**src/rtl/bpm_update_scheduler_pkg.sv**
```systemverilog
// Shared definitions for the BPM update scheduler: FSM states, button step sizes
// and the clocks-per-minute dividend used for period conversion.
package bpm_update_scheduler_pkg;

  typedef enum logic [1:0] {
    S_IDLE   = 2'd0,
    S_DIVIDE = 2'd1,
    S_OFFER  = 2'd2
  } state_e;

  localparam int unsigned STEP_SMALL         = 1;
  localparam int unsigned STEP_LARGE         = 5;
  localparam int unsigned SECONDS_PER_MINUTE = 60;

  function automatic logic [63:0] period_dividend(input int unsigned clk_hz);
    return 64'(clk_hz) * 64'(SECONDS_PER_MINUTE);
  endfunction

endpackage

```
**src/rtl/bpm_update_scheduler_divider.sv**
```systemverilog
// Start/done restoring divider: one quotient bit per cycle, PERIOD_W cycles per
// division. A start while a division is running is ignored.
module bpm_period_divider #(
  parameter int unsigned PERIOD_W = 34,
  parameter int unsigned BPM_W    = 9
) (
  input  logic                i_clk,
  input  logic                i_reset_n,
  input  logic                i_start,
  input  logic [PERIOD_W-1:0] i_dividend,
  input  logic [BPM_W-1:0]    i_divisor,
  output logic                o_done,
  output logic [PERIOD_W-1:0] o_quotient
);

  localparam int unsigned CNT_W = $clog2(PERIOD_W);
  localparam logic [CNT_W-1:0] LAST = CNT_W'(PERIOD_W - 1);

  logic                busy_q;
  logic [CNT_W-1:0]    cnt_q;
  logic [PERIOD_W-1:0] quo_q, quo_d;
  logic [BPM_W-1:0]    rem_q, rem_d;
  logic [BPM_W-1:0]    dvs_q;
  logic [BPM_W:0]      trial;

  // quo_q shifts dividend bits out of the top while quotient bits enter at the bottom
  always_comb begin
    trial = {rem_q, quo_q[PERIOD_W-1]};
    if (trial >= {1'b0, dvs_q}) begin
      rem_d = BPM_W'(trial - {1'b0, dvs_q});
      quo_d = {quo_q[PERIOD_W-2:0], 1'b1};
    end else begin
      rem_d = trial[BPM_W-1:0];
      quo_d = {quo_q[PERIOD_W-2:0], 1'b0};
    end
  end

  // Done is flagged during the final step so the caller can capture quo_d on the same edge
  assign o_done     = busy_q && (cnt_q == LAST);
  assign o_quotient = quo_d;

  always_ff @(posedge i_clk or negedge i_reset_n) begin
    if (!i_reset_n) begin
      busy_q <= 1'b0;
      cnt_q  <= '0;
      quo_q  <= '0;
      rem_q  <= '0;
      dvs_q  <= '0;
    end else if (!busy_q) begin
      if (i_start) begin
        busy_q <= 1'b1;
        cnt_q  <= '0;
        quo_q  <= i_dividend;
        rem_q  <= '0;
        dvs_q  <= i_divisor;
      end
    end else begin
      quo_q <= quo_d;
      rem_q <= rem_d;
      cnt_q <= cnt_q + CNT_W'(1);
      if (cnt_q == LAST) busy_q <= 1'b0;
    end
  end

endmodule

```
**src/rtl/bpm_update_scheduler.sv**
```systemverilog
// Owns the committed BPM, accumulates button/UART tempo requests, clamps them, and
// offers the matching beat period to the beat generator over valid/ready.
module bpm_update_scheduler
  import bpm_update_scheduler_pkg::*;
#(
  parameter int unsigned CLK_HZ      = 50_000_000,
  parameter int unsigned BPM_W       = 9,
  parameter int unsigned BPM_MIN     = 30,
  parameter int unsigned BPM_MAX     = 300,
  parameter int unsigned BPM_DEFAULT = 120,
  parameter int unsigned PERIOD_W    = 34
) (
  input  logic                i_clk,
  input  logic                i_reset_n,
  input  logic                i_btn_plus_1,
  input  logic                i_btn_plus_5,
  input  logic                i_btn_minus_1,
  input  logic                i_btn_minus_5,
  input  logic                i_uart_msg,
  input  logic [31:0]         i_uart_bpm_count,
  output logic [BPM_W-1:0]    o_bpm,
  output logic [PERIOD_W-1:0] o_period,
  output logic                o_period_valid,
  input  logic                i_period_ready,
  output logic                o_bpm_changed,
  output logic                o_busy
);

  localparam int unsigned DW = BPM_W + 2;
  localparam int unsigned SW = 34;

  localparam logic [PERIOD_W-1:0] DIVIDEND       = PERIOD_W'(period_dividend(CLK_HZ));
  localparam logic [PERIOD_W-1:0] PERIOD_DEFAULT =
    PERIOD_W'(period_dividend(CLK_HZ) / 64'(BPM_DEFAULT));

  localparam logic signed [DW:0]    SAT_HI = (DW+1)'(BPM_MAX);
  localparam logic signed [DW:0]    SAT_LO = -SAT_HI;
  localparam logic signed [DW:0]    STEP_S = (DW+1)'(STEP_SMALL);
  localparam logic signed [DW:0]    STEP_L = (DW+1)'(STEP_LARGE);
  localparam logic signed [SW-1:0]  MIN_S  = SW'(BPM_MIN);
  localparam logic signed [SW-1:0]  MAX_S  = SW'(BPM_MAX);

  state_e                state_q;
  logic [BPM_W-1:0]      bpm_q, target_q;
  logic [PERIOD_W-1:0]   period_q;
  logic                  valid_q, changed_q;

  logic                  uart_pend_q, uart_pend_d;
  logic [31:0]           uart_val_q, uart_val_d;
  logic signed [DW-1:0]  delta_q, delta_d;
  logic signed [DW:0]    step_sum, delta_sum;

  logic                  take_pend, div_start, div_done;
  logic signed [SW-1:0]  raw_sum;
  logic [BPM_W-1:0]      target_c;
  logic [PERIOD_W-1:0]   div_quotient;

  assign take_pend = (state_q == S_IDLE) && (uart_pend_q || (delta_q != '0));

  always_comb begin
    raw_sum = uart_pend_q ? $signed({2'b00, uart_val_q})
                          : $signed({{(SW-BPM_W){1'b0}}, bpm_q});
    raw_sum = raw_sum + $signed({{(SW-DW){delta_q[DW-1]}}, delta_q});
    if (raw_sum < MIN_S)      target_c = BPM_W'(BPM_MIN);
    else if (raw_sum > MAX_S) target_c = BPM_W'(BPM_MAX);
    else                      target_c = raw_sum[BPM_W-1:0];
  end

  assign div_start = take_pend && (target_c != bpm_q);

  // Slot is consumed by IDLE first, then this cycle's UART/button pulses land in it
  always_comb begin
    step_sum = '0;
    if (i_btn_plus_1)  step_sum = step_sum + STEP_S;
    if (i_btn_plus_5)  step_sum = step_sum + STEP_L;
    if (i_btn_minus_1) step_sum = step_sum - STEP_S;
    if (i_btn_minus_5) step_sum = step_sum - STEP_L;

    uart_pend_d = take_pend ? 1'b0 : uart_pend_q;
    uart_val_d  = uart_val_q;
    delta_sum   = take_pend ? '0 : {delta_q[DW-1], delta_q};
    if (i_uart_msg) begin
      uart_pend_d = 1'b1;
      uart_val_d  = i_uart_bpm_count;
      delta_sum   = '0;
    end
    delta_sum = delta_sum + step_sum;

    if (delta_sum > SAT_HI)      delta_d = SAT_HI[DW-1:0];
    else if (delta_sum < SAT_LO) delta_d = SAT_LO[DW-1:0];
    else                         delta_d = delta_sum[DW-1:0];
  end

  always_ff @(posedge i_clk or negedge i_reset_n) begin
    if (!i_reset_n) begin
      uart_pend_q <= 1'b0;
      uart_val_q  <= '0;
      delta_q     <= '0;
    end else begin
      uart_pend_q <= uart_pend_d;
      uart_val_q  <= uart_val_d;
      delta_q     <= delta_d;
    end
  end

  bpm_period_divider #(
    .PERIOD_W (PERIOD_W),
    .BPM_W    (BPM_W)
  ) u_divider (
    .i_clk      (i_clk),
    .i_reset_n  (i_reset_n),
    .i_start    (div_start),
    .i_dividend (DIVIDEND),
    .i_divisor  (target_c),
    .o_done     (div_done),
    .o_quotient (div_quotient)
  );

  always_ff @(posedge i_clk or negedge i_reset_n) begin
    if (!i_reset_n) begin
      state_q   <= S_OFFER;
      bpm_q     <= BPM_W'(BPM_DEFAULT);
      target_q  <= BPM_W'(BPM_DEFAULT);
      period_q  <= PERIOD_DEFAULT;
      valid_q   <= 1'b1;
      changed_q <= 1'b0;
    end else begin
      changed_q <= 1'b0;
      case (state_q)
        S_IDLE: begin
          if (div_start) begin
            target_q <= target_c;
            state_q  <= S_DIVIDE;
          end
        end
        S_DIVIDE: begin
          if (div_done) begin
            period_q <= div_quotient;
            valid_q  <= 1'b1;
            state_q  <= S_OFFER;
          end
        end
        S_OFFER: begin
          if (valid_q && i_period_ready) begin
            bpm_q     <= target_q;
            valid_q   <= 1'b0;
            changed_q <= 1'b1;
            state_q   <= S_IDLE;
          end
        end
        default: state_q <= S_IDLE;
      endcase
    end
  end

  assign o_bpm          = bpm_q;
  assign o_period       = period_q;
  assign o_period_valid = valid_q;
  assign o_bpm_changed  = changed_q;
  assign o_busy         = (state_q != S_IDLE);

endmodule

```
**config.mk**
```make
export PLATFORM = sky130hd
export DESIGN_NAME = bpm_update_scheduler
export DESIGN_NICKNAME = d
export VERILOG_FILES = /design/src/rtl/bpm_update_scheduler_pkg.sv /design/src/rtl/bpm_update_scheduler_divider.sv /design/src/rtl/bpm_update_scheduler.sv
export SDC_FILE = /design/constraint.sdc
export NUM_CORES = 1
export LEC_CHECK = 0
export CAP_MARGIN = 30
export CORE_UTILIZATION = 59
export DETAILED_ROUTE_END_ITERATION = 6
export HOLD_SLACK_MARGIN = 0.06
export PLACE_DENSITY = 0.91
export SETUP_SLACK_MARGIN = 0.02
export SLEW_MARGIN = 20
export SYNTH_ARGS = -nofsm -noshare
export SYNTH_HDL_FRONTEND = slang
export SYNTH_SLANG_ARGS = --single-unit
export TNS_END_PERCENT = 5
```
**constraint.sdc**
```tcl
create_clock -name i_clk -period 6.62 [get_ports i_clk]
set_input_delay 1.324 -clock i_clk [delete_from_list [all_inputs] [get_ports i_clk]]
set_output_delay 1.324 -clock i_clk [all_outputs]
set_load 0.02 [all_outputs]
```
==> results of run 1 <==
## worst reg2reg max path: stages, from the launching register on
cell	delay, ns
dfrtp_1	0.87
mux2_2	0.42
ha_1	0.35
a21oi_1	0.29
o21ai_1	0.25
a221oi_2	0.49
and2_1	0.22
o2111a_1	0.18
nand4_1	0.13
nor4_2	0.52
and2_1	0.37
nand3_1	0.13
a211o_1	0.31
a211oi_2	0.25
a21bo_2	0.44
buf_12	0.29
a31o_1	0.23
## flip-flops by register name, indices dropped and copies added, names as in the netlist, 2 cells and up
signal / flops
u_divider.rem_q: 9
o_bpm: 9
o_period: 34
target_q: 9
delta_q: 11
u_divider.quo_q: 34
state_q: 2
uart_val_q: 32
u_divider.dvs_q: 9
u_divider.cnt_q: 6
## area by class of cell
type	count	share of cell area
clock buffers	17	0.0349
clock inverters	15	0.0164
inverters	54	0.0166
multi-input cells	831	0.500
flip-flops and latches	159	0.329
well taps	225	0.0231
repair buffers	97	0.0799
## worst paths after layout
kind / to / startpoint / slack [ns]
max: delta_q[0] / i_btn_plus_1 / 0.79
min in group asynchronous: uart_val_q[15] / i_reset_n / 0.71
max reg2reg: u_divider.quo_q[32] / uart_pend_q / 0.83
min reg2reg: o_bpm[3] / target_q[3] / 0.46
min: o_bpm[3] / target_q[3] / 0.46
max in group asynchronous: u_divider.rem_q[3] / i_reset_n / 4.86
## cells in the mapped netlist, types with 4 or more instances
| cell type | n |
|---|---|
| dfrtp_1 | 137 |
| nand2_1 | 89 |
| mux2_2 | 77 |
| nor2_1 | 76 |
| and2_1 | 64 |
| a21oi_1 | 62 |
| ha_1 | 62 |
| inv_1 | 53 |
| o21ai_0 | 47 |
| clkbuf_1 | 32 |
| a31o_2 | 24 |
| nand4_1 | 23 |
| xnor2_1 | 23 |
| dfstp_2 | 22 |
| a21o_1 | 20 |
| buf_2 | 17 |
| mux2_1 | 14 |
| xor2_1 | 14 |
| a2bb2oi_1 | 13 |
| nor3_1 | 13 |
| mux2i_1 | 12 |
| a211oi_1 | 11 |
| a31o_1 | 11 |
| nand3_1 | 11 |
| nand2b_1 | 10 |
| nor2b_1 | 9 |
| a21boi_0 | 8 |
| nor4_1 | 8 |
| o211ai_1 | 8 |
| o21a_1 | 7 |
| o21ai_1 | 7 |
| o21bai_1 | 7 |
| a211o_1 | 6 |
| nand3b_1 | 6 |
| a31oi_1 | 5 |
| or2_2 | 5 |
| fa_1 | 4 |
| o2111ai_1 | 4 |
| o22ai_1 | 4 |
## layer usage
metal / global-route usage / part of all wire
met1: 0.384 / 0.43
met2: 0.520 / 0.48
met3: 0.0542 / 0.051
met4: 0.140 / 0.034
met5: 0 / 0
## stage by stage
stage	setup WS [ns]	power, W	utilization	std cells
after floorplan	1.45	0.00453	-	1099
after global placement	0.712	0.00539	0.663	1365
after detailed placement	0.481	0.00552	0.663	1365
after CTS	0.868	0.00664	0.698	1397
after global routing	0.196	0.00713	0.700	1398
final	0.788	0.00670	0.700	1398
## cells by family after synthesis
| logic type | Yosys count |
|---|---|
| AND/OR/NAND/NOR | 339 |
| multiplexers | 103 |
| adder cells (fa/ha/maj) | 67 |
| flip-flops | 159 |
| AO/OA/AOI/OAI | 285 |
| buffers and inverters | 109 |
| XOR/XNOR | 37 |
## report_power, final
part / total [W] / switching (W) / internal (W)
clock: 0.00103 / 0.000510 / 0.000523
combinational: 0.00402 / 0.00234 / 0.00169
sequential: 0.00164 / 0.000301 / 0.00134
==> impl_metrics.json, run 1 <==
{
  "result_of_the_run": "complete, no violations",
  "filler_cell_count": 1264,
  "clk_path_buf_depth": 2,
  "finalWeightedCongestion": 0.959,
  "synth_seq_area_share": 0.379,
  "synth_compound_area_frac": 0.189,
  "cpMaxStageDelayCell": "a311oi_1",
  "power_density_nw_per_um2": 549,
  "synthFlopType": "dfrtp_1",
  "cpPeakStageDelay_ns": 0.60,
  "start_util": 0.606,
  "cts_bufs_inserted": 17,
  "routedWlPerCell_um": 19.5,
  "area_used_by_multi_input_combinational_logic_um2": 6100,
  "holdCritPathClass": "register to register",
  "vias_in_the_first_global_route": 8816,
  "drt-pass1-iter-count": 5,
  "stdcell_area_um2": 12200,
  "yosys.area_share.adder": 0.0820,
  "grt_first_pass_wirelength_um": 44100,
  "clockRootBuffer": "clkbuf_16",
  "floorplan.die.width_um": 136,
  "largest_delay_contributor_family_on_the_critical_path": "compound AO/OA/AOI/OAI gates",
  "path_common_cell": "o21ai_0",
  "largest_area_contributor_in_the_netlist": "dfrtp_1",
  "synthDominantCellAreaShare": 0.325,
  "final_hold_viol_count": 0,
  "cells_after_synth": 1099,
  "worstSkewPairLatency_ns": 0.44,
  "post_detail_place_hpwl_um": 18900,
  "clkSlewWorstSetupHoldPaths_ns": 0.08,
  "synth.area.mux_share": 0.108,
  "totalWireLength_um": 27300,
  "average_footprint_of_a_synthesized_cell_um2": 9.61,
  "final_max_slew_viol_count": 0,
  "power_leakage_nw": 5.29,
  "synth_cell_type_count": 86,
  "synth.net_count": 1205,
  "synthesis.area_um2": 10600,
  "placed_cell_area_um2": 11500,
  "r2r.worst_path.cells": 16,
  "core_area_um2": 17400,
  "final_period_minus_worst_setup_slack_ns": 5.83,
  "design.final.nets": 1266,
  "vias": 8822,
  "antenna_found_initial": 0,
  "finalCritPeriodShare": 0.881,
  "synth-seq-cells": 159,
  "die-area_um2": 18400,
  "row_count": 48,
  "critPathBufInv": 3,
  "regArea_um2": 4010,
  "layout_common_cells": "dfrtp_1 (137), nand2_1 (89), clkdlybuf4s50_1 (84)",
  "fin_skew_ns": 0.0133,
  "final_layout_size_suffix_gt1_frac": 0.164,
  "synth-xor-area-share": 0.0307,
  "asyncSetResetFlopFracSynth": 1.00,
  "detailedRoute.firstIterationViolations": 617,
  "cp-end-kind": "register",
  "cts_setup_buffers": 0,
  "htree_levels": 4,
  "whs_path_depth": 2,
  "numPortBuffers": 85,
  "cp_cell_sequence": "clkdlybuf4s50_1, inv_1, ha_1, nand2_1, o21ai_0, inv_1, ha_1, o21ai_0, ha_1, nand2_1, o21ai_0, ha_1, a21boi_0, o21ai_0, a21boi_0, o21ai_0, a21boi_0, o21ai_0, nor3b_1, nor4b_1, a311oi_1, nor2_1, and2_1",
  "tightest_slew_ns": 0.914,
  "track_usage": 0.308,
  "criticalPathCategory": "primary input to register",
  "setup.worst_path.start_class": "primary input",
  "post_route_antenna_net_violation_count": 0,
  "maxCapViolCount": 0,
  "power.ir.vdd_worst_mv": 0.312,
  "setup_tns_ns": 0,
  "io-pin-count": 86,
  "rsz0062_at_grt": "false",
  "critical_path_depth": 23,
  "timing.hold.ws_ns": 0.461,
  "main_combinational_cell_family_by_area_after_synthesis": "compound AO/OA/AOI/OAI gates",
  "n_antenna_cell": 0,
  "die_y_um": 136,
  "synth_simple_gate_area_share": 0.167,
  "tritoncts": "yes",
  "cts.sinks": 159,
  "final_common_cell": "dfrtp_1",
  "cts_hold_buffers": 0,
  "remaining_drc_errors": 0,
  "crit_fanout": 13,
  "fmax_mhz": 171,
  "arrival_ns": 6.16,
  "cts-resized-gates": 0,
  "edff_count_synth": 0,
  "yosys-top-cells-area": "dfrtp_1 (32%), mux2_2 (8.2%), ha_1 (7.3%), dfstp_2 (5.5%), and2_1 (3.8%)",
  "grt_remaining_overflow": 0,
  "report.final.setup_viol": 0,
  "areaGrowthSynthToFinish_pct": 15.5,
  "slew-limit-headroom": 0.391,
  "route.detailed.vias_per_inst": 6.31,
  "cp.required_ns": 6.95,
  "synth.yosys.warnings": 0,
  "grt_max_degree": 99
}
No activity file was read; power rests on OpenSTA's default activity.
==> inputs of run 2 (changes only) <==
Settings changed: CAP_MARGIN 30 to not set, SKIP_LAST_GASP set to 1.
==> impl_metrics.json, run 2 (synthesized netlist as in run 1, its figures left out) <==
{
  "result_of_the_run": "complete, no violations",
  "criticalPathCategory": "primary input to register",
  "placed_cell_area_um2": 11500,
  "route.detailed.vias_per_inst": 6.31,
  "clkSlewWorstSetupHoldPaths_ns": 0.08,
  "antenna_found_initial": 0,
  "crit_fanout": 13,
  "sequentialPowerShare": 0.245,
  "vias": 8810,
  "combinational_cell_fraction_of_total_power": 0.601,
  "floorplan.die.width_um": 136,
  "detailedRoute.firstIterationViolations": 624,
  "cp.required_ns": 6.94,
  "final_max_slew_viol_count": 0,
  "totalWireLength_um": 27300,
  "remaining_drc_errors": 0,
  "tightest_slew_ns": 0.920,
  "sw_frac_of_total": 0.470,
  "slew-limit-headroom": 0.387,
  "arrival_ns": 6.14,
  "power_leakage_nw": 5.27,
  "r2r.worst_path.cells": 16,
  "cts_setup_buffers": 0,
  "clockRootBuffer": "clkbuf_16",
  "finalWeightedCongestion": 0.959,
  "holdCritPathClass": "register to register",
  "numPortBuffers": 85,
  "track_usage": 0.308,
  "report.final.setup_viol": 0,
  "p_int_w": 0.00354,
  "clk_path_buf_depth": 2,
  "timing.hold.ws_ns": 0.460,
  "final_hold_viol_count": 0,
  "startpoint": "i_btn_plus_1",
  "cts_bufs_inserted": 17,
  "die_y_um": 136,
  "cp-end-kind": "register",
  "start_util": 0.606,
  "finalCritPeriodShare": 0.878,
  "launching_point_of_the_worst_reg2reg_path": "uart_pend_q",
  "design.final.nets": 1265,
  "drt-pass1-iter-count": 5,
  "vias_in_the_first_global_route": 8816,
  "layout_common_cells": "dfrtp_1 (137), nand2_1 (89), clkdlybuf4s50_1 (84)",
  "fmax_mhz": 172,
  "worstReg2RegEnd": "u_divider.quo_q[32]",
  "worstSkewPairLatency_ns": 0.44,
  "routedWlPerCell_um": 19.5,
  "rsz0062_at_grt": "false",
  "setup.worst_path.start_class": "primary input",
  "cts_hold_buffers": 0,
  "final_layout_size_suffix_gt1_frac": 0.163,
  "cts-resized-gates": 0,
  "die-area_um2": 18400,
  "cts.sinks": 159,
  "worst_hold_start": "target_q[3]",
  "power_frac_clock": 0.154,
  "fin_skew_ns": 0.0119,
  "post_route_antenna_net_violation_count": 0,
  "post_detail_place_hpwl_um": 18900,
  "grt_first_pass_wirelength_um": 44100,
  "stdcell_area_um2": 12200,
  "netSwitchingPower_w": 0.00315,
  "io-pin-count": 86,
  "final_period_minus_worst_setup_slack_ns": 5.82,
  "htree_levels": 4,
  "n_antenna_cell": 0,
  "power.ir.vdd_worst_mv": 0.313,
  "maxCapViolCount": 0,
  "tritoncts": "yes",
  "critical_path.endpoint": "delta_q[0]",
  "final_common_cell": "dfrtp_1",
  "grt_remaining_overflow": 0,
  "grt_max_degree": 99,
  "row_count": 48,
  "power_density_nw_per_um2": 550,
  "rrSetupSlack_ns": 0.84,
  "setup_tns_ns": 0,
  "core_area_um2": 17400,
  "areaGrowthSynthToFinish_pct": 15.2
}
-- run 2: power by group through the flow --
| stage | registers (W) | clock network [W] | logic [W] |
|---|---|---|---|
| floorplan | 0.00164 | 0 | 0.00289 |
| global placement | 0.00161 | 0 | 0.00378 |
| detailed placement | 0.00163 | 0 | 0.00390 |
| CTS | 0.00163 | 0.00104 | 0.00397 |
| global route | 0.00167 | 0.00108 | 0.00437 |
| finish | 0.00164 | 0.00103 | 0.00402 |
-- run 2: cell type report --
cell class                 count  area [um^2]
clock buffer                  17          425
tap                          225          282
multi-input combinational    831         6100
fill                        1272         5250
timing repair buffer          96          947
clock inverter                15          200
sequential                   159         4010
inverter                      54          203
-- run 2: per-layer routing --
metal,global-route usage,up-vias,part of all wire
li1,-,4093,-
met1,0.384,4285,0.42
met2,0.520,358,0.48
met3,0.0542,74,0.058
met4,0.140,0,0.034
met5,0,-,0
-- run 2: how the worst min path moves through the flow --
stage                     endpoint  slack (ns)  cells past startpoint
final                     o_bpm[3]        0.46                      2
after global routing      o_bpm[3]        0.48                      2
after CTS                 o_bpm[3]        0.46                      2
after detailed placement  o_bpm[6]        0.45                      2
after global placement    o_bpm[6]        0.44                      2
after floorplan           o_bpm[5]        0.43                      2
-- run 2: metrics by stage --
| stage | instances | util | total power, W | setup slack [ns] |
|---|---|---|---|---|
| 2_1_floorplan | 1099 | - | 0.00453 | 1.45 |
| 3_3_place_gp | 1365 | 0.663 | 0.00539 | 0.712 |
| 3_5_place_dp | 1365 | 0.663 | 0.00552 | 0.481 |
| 4_1_cts | 1397 | 0.698 | 0.00664 | 0.868 |
| 5_1_grt | 1397 | 0.698 | 0.00713 | 0.196 |
| 6_report | 1397 | 0.698 | 0.00669 | 0.805 |
-- run 2: critical path, stage by stage --
cell and delay, ns:
clkdlybuf4s50_1 0.51, inv_1 0.09, ha_1 0.20, nand2_1 0.27, o21ai_0 0.22, inv_1 0.10
ha_1 0.18, o21ai_0 0.10, ha_1 0.29, nand2_1 0.06, o21ai_0 0.10, ha_1 0.35
a21boi_0 0.15, o21ai_0 0.21, a21boi_0 0.12, o21ai_0 0.20, a21boi_0 0.12, o21ai_0 0.20
nor3b_1 0.30, nor4b_1 0.11, a311oi_1 0.60, nor2_1 0.15, and2_1 0.20
==> inputs of run 3 (changes only) <==
Settings changed: CTS_CLUSTER_SIZE set to 10.
Clock period 6.62 ns to 6 ns, I/O delays scaled along.
==> impl_metrics.json, run 3 (synthesized netlist as in run 1, its figures left out) <==
{
  "final_common_cell": "dfrtp_1",
  "final_hold_viol_count": 0,
  "grt_max_degree": 72,
  "finalCritPeriodShare": 0.928,
  "worstSkewPairLatency_ns": 0.44,
  "rsz0062_at_grt": "false",
  "vias_in_the_first_global_route": 8806,
  "power_density_nw_per_um2": 604,
  "holdCritPathClass": "register to register",
  "arrival_ns": 5.94,
  "track_usage": 0.313,
  "fmax_mhz": 180,
  "layout_common_cells": "dfrtp_1 (135), nand2_1 (89), clkdlybuf4s50_1 (84)",
  "cp_cell_sequence": "buf_4, mux2_2, ha_1, inv_1, fa_1, nand2b_1, a21oi_1, o21ai_0, a31oi_1, nand3b_1, o2111ai_1, nor4b_4, and2_1, nand3_1, a211o_1, a211oi_2, a21bo_2, buf_12, a31o_2",
  "cpMaxStageDelayCell": "dfrtp_2",
  "final_max_slew_viol_count": 0,
  "core_area_um2": 17400,
  "maxCapViolCount": 0,
  "cp-end-kind": "register",
  "placed_cell_area_um2": 11500,
  "final_period_minus_worst_setup_slack_ns": 5.57,
  "post_route_antenna_net_violation_count": 0,
  "slew-limit-headroom": 0.471,
  "stdcell_area_um2": 12200,
  "start_util": 0.606,
  "die-area_um2": 18400,
  "areaGrowthSynthToFinish_pct": 15.2,
  "drt-pass1-iter-count": 5,
  "totalWireLength_um": 27600,
  "row_count": 48,
  "io-pin-count": 86,
  "cts.sinks": 159,
  "floorplan.die.width_um": 136,
  "power.ir.vdd_worst_mv": 0.343,
  "final_layout_size_suffix_gt1_frac": 0.165,
  "report.final.setup_viol": 0,
  "setup.worst_path.start_class": "register",
  "antenna_found_initial": 0,
  "cp.required_ns": 6.37,
  "grt_first_pass_wirelength_um": 44400,
  "vias": 8838,
  "result_of_the_run": "complete, no violations",
  "clk_path_buf_depth": 2,
  "route.detailed.vias_per_inst": 6.32,
  "crit_fanout": 41,
  "cts_bufs_inserted": 17,
  "remaining_drc_errors": 0,
  "cpPeakStageDelay_ns": 0.55,
  "numPortBuffers": 85,
  "finalWeightedCongestion": 0.994,
  "cts_setup_buffers": 0,
  "filler_cell_count": 1246,
  "fin_skew_ns": 0.0114,
  "criticalPathCategory": "register to register",
  "tightest_slew_ns": 0.783,
  "largest_delay_contributor_family_on_the_critical_path": "compound AO/OA/AOI/OAI gates",
  "detailedRoute.firstIterationViolations": 570,
  "finalCoreUtilization": 0.699,
  "setup_tns_ns": 0,
  "critPathBufInv": 3,
  "design.final.nets": 1266,
  "clkSlewWorstSetupHoldPaths_ns": 0.08,
  "grt_remaining_overflow": 0,
  "power_leakage_nw": 5.27,
  "die_y_um": 136,
  "htree_levels": 4,
  "tritoncts": "yes",
  "routedWlPerCell_um": 19.7,
  "post_detail_place_hpwl_um": 19100,
  "clockRootBuffer": "clkbuf_16"
}
==> run 3: cell types whose count changed in the layout (fill, tap and decap cells not counted), moves of 2 or more <==
cell / previous run / this run
dfrtp_2: 0 / 2
dfrtp_1: 137 / 135
inv_12: 3 / 1
clkinv_4: 0 / 3
==> run 3: area by class of cell <==
type                            count  area [um^2]  area share
Sequential cell                   159         4010       0.329
Clock inverter                     15          190      0.0156
Multi-Input combinational cell    831         6100       0.501
Antenna cell                        1         2.50    0.000206
Clock buffer                       17          425      0.0350
Tap cell                          225          282      0.0231
Timing Repair Buffer               97          955      0.0785
Inverter                           54          203      0.0167
==> run 3: power by group <==
| part | internal (W) | leakage, nW | switching [W] |
|---|---|---|---|
| registers | 0.00148 | 1.88 | 0.000342 |
| logic | 0.00185 | 3.10 | 0.00257 |
| clock network | 0.000567 | 0.293 | 0.000552 |
==> run 3: worst paths after layout <==
kind | start | end | slack (ns) | depth (start not counted)
worst max-delay path | uart_pend_q | u_divider.quo_q[2] | 0.43 | 19
worst min-delay path | target_q[4] | o_bpm[4] | 0.45 | 2
worst max register to register | uart_pend_q | u_divider.quo_q[2] | 0.43 | 19
worst min register to register | target_q[4] | o_bpm[4] | 0.45 | 2
max in group asynchronous | i_reset_n | u_divider.busy_q | 4.12 | 2
min in group asynchronous | i_reset_n | uart_val_q[18] | 0.75 | 1
==> run 3: what timing repair did <==
action / CTS / global route
setup endpoints to repair: 0 / 40
hold buffers: 0 / 0
resized for setup: 0 / 2
==> run 3: stage by stage <==
step	std cells	setup WS (ns)	hold slack, ns	power, W
floorplan	1099	0.958	0.433	0.00500
global placement	1366	0.473	0.437	0.00592
detailed placement	1366	0.184	0.446	0.00607
CTS	1398	0.408	0.452	0.00727
global route	1398	0.0513	0.461	0.00782
finish	1399	0.433	0.453	0.00735
==> run 3: metal layers <==
metal  vias to the layer above  global-route usage  wire [um]
met3                        70              0.0688       1660
li1                       4098                   -          -
met5                         -                   0          0
met2                       312               0.526      13400
met4                         0               0.149        923
met1                      4358               0.379      11600
==> run 3: worst reg2reg max path: stages (launching register included) <==
cell and delay, ns:
dfrtp_2 0.55, buf_4 0.23, mux2_2 0.23, ha_1 0.18
inv_1 0.06, fa_1 0.39, nand2b_1 0.20, a21oi_1 0.28
o21ai_0 0.28, a31oi_1 0.40, nand3b_1 0.21, o2111ai_1 0.22
nor4b_4 0.29, and2_1 0.33, nand3_1 0.11, a211o_1 0.30
a211oi_2 0.21, a21bo_2 0.48, buf_12 0.28, a31o_2 0.24
